==> src/rtl/mux8_arb_pkg.sv <==
// mux8_arb_pkg: shared constants, FSM states and pointer wrap helper for mux8_rr_arbiter
package mux8_arb_pkg;
    localparam int NREQ  = 8;
    localparam int SEL_W = 3;
    typedef enum logic {ST_IDLE, ST_GRANT} state_t;
    function automatic logic [SEL_W-1:0] next_ptr(input logic [SEL_W-1:0] p);
        return p + SEL_W'(1);
    endfunction
endpackage

==> src/rtl/rr_pick8.sv <==
// rr_pick8: rotating priority encoder, first set request searching upward from ptr with wrap
import mux8_arb_pkg::*;
module rr_pick8 (
    input  logic [NREQ-1:0]  req,
    input  logic [SEL_W-1:0] ptr,
    output logic             any,
    output logic [SEL_W-1:0] idx
);
    always_comb begin
        any = |req;
        idx = '0;
        for (int k = NREQ - 1; k >= 0; k--)
            if (req[ptr + SEL_W'(k)]) idx = ptr + SEL_W'(k);
    end
endmodule

==> src/rtl/mux8_rr_arbiter.sv <==
// mux8_rr_arbiter: round-robin 8:1 mux select controller with valid/ready output; MUX8_ARB_LOCK_EN adds lock bursts
import mux8_arb_pkg::*;
module mux8_rr_arbiter #(
    parameter int DW = 8
) (
    input  logic               clk,
    input  logic               rst,
    input  logic [NREQ-1:0]    req,
    input  logic [NREQ*DW-1:0] data_in,
    output logic [NREQ-1:0]    ack,
    output logic [SEL_W-1:0]   sel,
    output logic               out_valid,
    input  logic               out_ready,
    output logic [DW-1:0]      out_data,
    output logic [SEL_W-1:0]   out_src
`ifdef MUX8_ARB_LOCK_EN
    ,
    input  logic [NREQ-1:0]    lock
`endif
);
    state_t           state, state_n;
    logic [SEL_W-1:0] ptr, ptr_n, sel_n, idx;
    logic             any, hs, burst;
    rr_pick8 u_pick (.req(req), .ptr(ptr), .any(any), .idx(idx));
`ifdef MUX8_ARB_LOCK_EN
    assign burst = lock[sel];
`else
    assign burst = 1'b0;
`endif
    assign out_valid = state == ST_GRANT;
    assign hs        = out_valid && out_ready;
    assign out_src   = sel;
    assign out_data  = data_in[sel*DW +: DW];
    always_ff @(posedge clk or posedge rst) begin
        if (rst) begin
            state <= ST_IDLE;
            ptr   <= '0;
            sel   <= '0;
        end else begin
            state <= state_n;
            ptr   <= ptr_n;
            sel   <= sel_n;
        end
    end
    // a handshake wins over a simultaneous request drop; a drop alone abandons the grant
    always_comb begin
        state_n = state;
        ptr_n   = ptr;
        sel_n   = sel;
        ack     = '0;
        if (state == ST_IDLE) begin
            sel_n   = any ? idx : sel;
            state_n = any ? ST_GRANT : ST_IDLE;
        end else if (hs) begin
            ack     = NREQ'(1) << sel;
            state_n = burst ? ST_GRANT : ST_IDLE;
            ptr_n   = burst ? ptr : next_ptr(sel);
        end else if (!req[sel]) begin
            state_n = ST_IDLE;
        end
    end
endmodule

==> config.mk <==
export PLATFORM = sky130hd
export DESIGN_NAME = mux8_rr_arbiter
export DESIGN_NICKNAME = d
export VERILOG_FILES = /design/src/rtl/mux8_arb_pkg.sv /design/src/rtl/rr_pick8.sv /design/src/rtl/mux8_rr_arbiter.sv
export SDC_FILE = /design/constraint.sdc
export NUM_CORES = 1
export LEC_CHECK = 0
export BUFFER_PORTS_ARGS = -buffer_cell sky130_fd_sc_hd__buf_4
export CAP_MARGIN = 20
export CORE_ASPECT_RATIO = 1.25
export CORE_MARGIN = 4
export CORE_UTILIZATION = 48
export DETAILED_ROUTE_END_ITERATION = 12
export MAX_ROUTING_LAYER = met4
export PLACE_DENSITY = 0.89
export SYNTH_ARGS = -nofsm -noshare
export SYNTH_HDL_FRONTEND = slang
export SYNTH_SLANG_ARGS = --single-unit
==> constraint.sdc <==
create_clock -name clk -period 3.9 [get_ports clk]
set_input_delay 0.975 -clock clk [delete_from_list [all_inputs] [get_ports clk]]
set_output_delay 0.975 -clock clk [all_outputs]
set_load 0.02 [all_outputs]
==> results.sh <==
export IMPL_outcome="complete, no violations"
export IMPL_finalSetupTns_ns=0
export IMPL_finClkSkew_ns=0.00493
export IMPL_area_delta_synth_final_pct=37.1
export IMPL_dpl_cell_area_sq_mm=0.00274
export IMPL_place_inst=340
export IMPL_grt_pass1_vias=2097
export IMPL_vias_per_cell=6.19
export IMPL_grt_pass1_wl_microns=10500
export IMPL_cts_buffer_depth=2
export IMPL_fin_area_sq_mm=0.00279
export IMPL_ys_ff_latch=7
export IMPL_clock_sinks=7
export IMPL_fmax_mhz=348
export IMPL_ir_drop_v=0.000473
export IMPL_dieArea_sq_mm=0.00534
export IMPL_antenna_found_initial=0
export IMPL_async_reset_ff_frac=1.00
export IMPL_rsz0062_at_grt="no"
export IMPL_core_sq_mm=0.00410
export IMPL_die_h_microns=80.7
export IMPL_start_kind="flip-flop"
export IMPL_yosysSeqAreaShare=0.0862
export IMPL_path_clk_slew_ns=0.04
export IMPL_critPathLaunch="out_src[2]"
export IMPL_place_hpwl_microns=5340
export IMPL_final_core_util=0.680
export IMPL_syn_inst=207
export IMPL_p_per_area_mw_per_mm2=785
export IMPL_worst_pin_slew_ns=0.803
export IMPL_wl_microns=6620
export IMPL_worstPathMaxFanout=16
export IMPL_start_util=0.496
export IMPL_firstDrtPassIters=4
export IMPL_fp_row_count=26
export IMPL_root_buffer="clkbuf_8"
export IMPL_drv_slew=0
export IMPL_nNetsFinal=372
export IMPL_gp_congestion=0.807
export IMPL_remaining_drc_errors=0
export IMPL_diodes=0
export IMPL_num_io_pins=98
export IMPL_cts_hold_buf=0
export IMPL_synth_edf_count=0
export IMPL_cp_buffers_inverters=2
export IMPL_cp_required_ns=2.92
export IMPL_fin_ws_ns=1.03
export IMPL_cp_slowest_cell="dfrtp_1"
export IMPL_grtUsageTotal=0.257
export IMPL_maxCapViolations=0
export IMPL_slowest_delay_ns=0.68
export IMPL_worstPathArrival_ns=1.90
export IMPL_p_leak_nw=1.30
export IMPL_path_delay_family="flip-flops"
export IMPL_hp_start="ptr[1]"
export IMPL_die_x_microns=66.2
export IMPL_htreeDepth=1
export IMPL_hold_worst_slack_ns=0.652
export IMPL_setup_viol=0
export IMPL_postCtsSetupBuffers=0
export IMPL_critPathKind="reg2out"
export IMPL_cp_cell_sequence="inv_1 > ha_1 > and3_1 > buf_4"
export IMPL_slew_headroom=0.464
export IMPL_antenna_left=0
export IMPL_cts_buffers_inserted=3
export IMPL_fin_cells=344
export IMPL_via_count=2128
export IMPL_layout_worst_path_cycle_share=0.736
export IMPL_clock_latency_ns=0.22
export IMPL_cp_end_kind="primary output"
export IMPL_place_ws_ns=1.03
export IMPL_cts_tree="done"
export IMPL_syn_avg_cell_area_sq_um=9.82
export IMPL_p_total_mw=2.19
export IMPL_yosys_warnings=0
export IMPL_ctsResizeCount=0
export IMPL_grt_max_degree=24
export IMPL_netlist_area_sq_mm=0.00203
export IMPL_yosys_cell_types_count=38
export IMPL_synth_fp_nets=290
export IMPL_port_buffers=97
export IMPL_synth_top_flop_cell="dfrtp_1"
export IMPL_min_path_type="reg2reg"
export IMPL_post_drt_wl_per_cell_microns=19.2
export IMPL_drt_iter0_markers=94
export IMPL_period_needed_ns=2.87
export IMPL_drive_gt1_frac=0.500
export IMPL_hold_viol=0
export IMPL_overflow=0
export IMPL_rr_startpoint="ptr[2]"
-- cells by family after synthesis --
family	count (synthesis)	synth area share
simple gates	63	0.148
mux	56	0.506
compound gates	36	0.119
buf+inv	34	0.0788
fa+ha+maj	8	0.0493
flops	7	0.0862
xor+xnor	3	0.0129
-- synth_stat cells, types with 2 or more instances --
cell type | count | area, sq um
nand2_1 | 32 | 120
mux4_2 | 30 | 676
clkbuf_1 | 13 | 48.8
mux2i_1 | 13 | 130
and3_1 | 9 | 56.3
inv_1 | 9 | 33.8
a21oi_1 | 8 | 40.0
ha_1 | 8 | 100
mux2_2 | 8 | 90.1
dfrtp_1 | 7 | 175
nor2_1 | 7 | 26.3
o21ai_0 | 7 | 35.0
buf_2 | 5 | 25.0
mux4_1 | 5 | 131
a211oi_1 | 4 | 30.0
a22oi_1 | 4 | 30.0
buf_4 | 3 | 22.5
nand2b_1 | 3 | 18.8
nand3_1 | 3 | 15.0
nor4_1 | 3 | 18.8
a211o_1 | 2 | 17.5
a21o_1 | 2 | 15.0
and2_1 | 2 | 12.5
buf_1 | 2 | 7.51
buf_6 | 2 | 22.5
o211ai_1 | 2 | 15.0
o21a_1 | 2 | 15.0
xor2_1 | 2 | 17.5
-- flip-flops by register name (all words and copies together), names as in the netlist --
register   cells
out_valid      1
out_src        3
ptr            3
-- worst reg2reg max path: stages (launching register included) --
cell and delay (ns):
dfrtp_1 0.85, mux4_1 0.64, mux2_2 0.32, mux2i_1 0.18, o211ai_1 0.13, a22oi_1 0.23
-- final timing paths --
path | slack, ns | cells after the start | endpoint
worst max-delay path | 1.03 | 4 | ack[3]
worst min-delay path | 0.65 | 2 | ptr[1]
worst max register to register | 1.47 | 5 | out_src[1]
worst min register to register | 0.65 | 2 | ptr[1]
max in group asynchronous | 3.02 | 2 | out_src[2]
min in group asynchronous | 0.67 | 2 | ptr[2]
-- metal layers --
metal,up-vias,part of all wire,track usage
li1,968,-,-
met1,1018,0.34,0.269
met2,124,0.53,0.479
met3,18,0.10,0.0498
met4,0,0.031,0.0813
met5,-,0,-
-- power by group --
part	internal, mW	total [mW]	switching [mW]	leakage, nW
Sequential	0.110	0.235	0.124	0.0845
Combinational	0.911	1.85	0.940	1.20
Clock	0.0706	0.101	0.0302	0.0228
Total	1.09	2.19	1.09	1.30
-- placed cells by master, fill, tap and decap left out, types with 7 or more instances in the layout --
cell / instances
ha_1: 8
nor2_1: 7
mux4_2: 30
a21oi_1: 8
mux2_2: 8
mux2i_1: 13
nand2_1: 32
dfrtp_1: 7
and3_1: 9
buf_4: 102
inv_1: 9
o21ai_0: 7
-- cell type report --
type / count / area, sq um
Clock buffer: 4 / 45.0
Timing Repair Buffer: 102 / 766
Inverter: 9 / 33.8
Fill cell: 321 / 1310
Multi-Input combinational cell: 166 / 1700
Sequential cell: 7 / 175
Tap cell: 56 / 70.1
No activity file was read; power rests on OpenSTA's default activity.
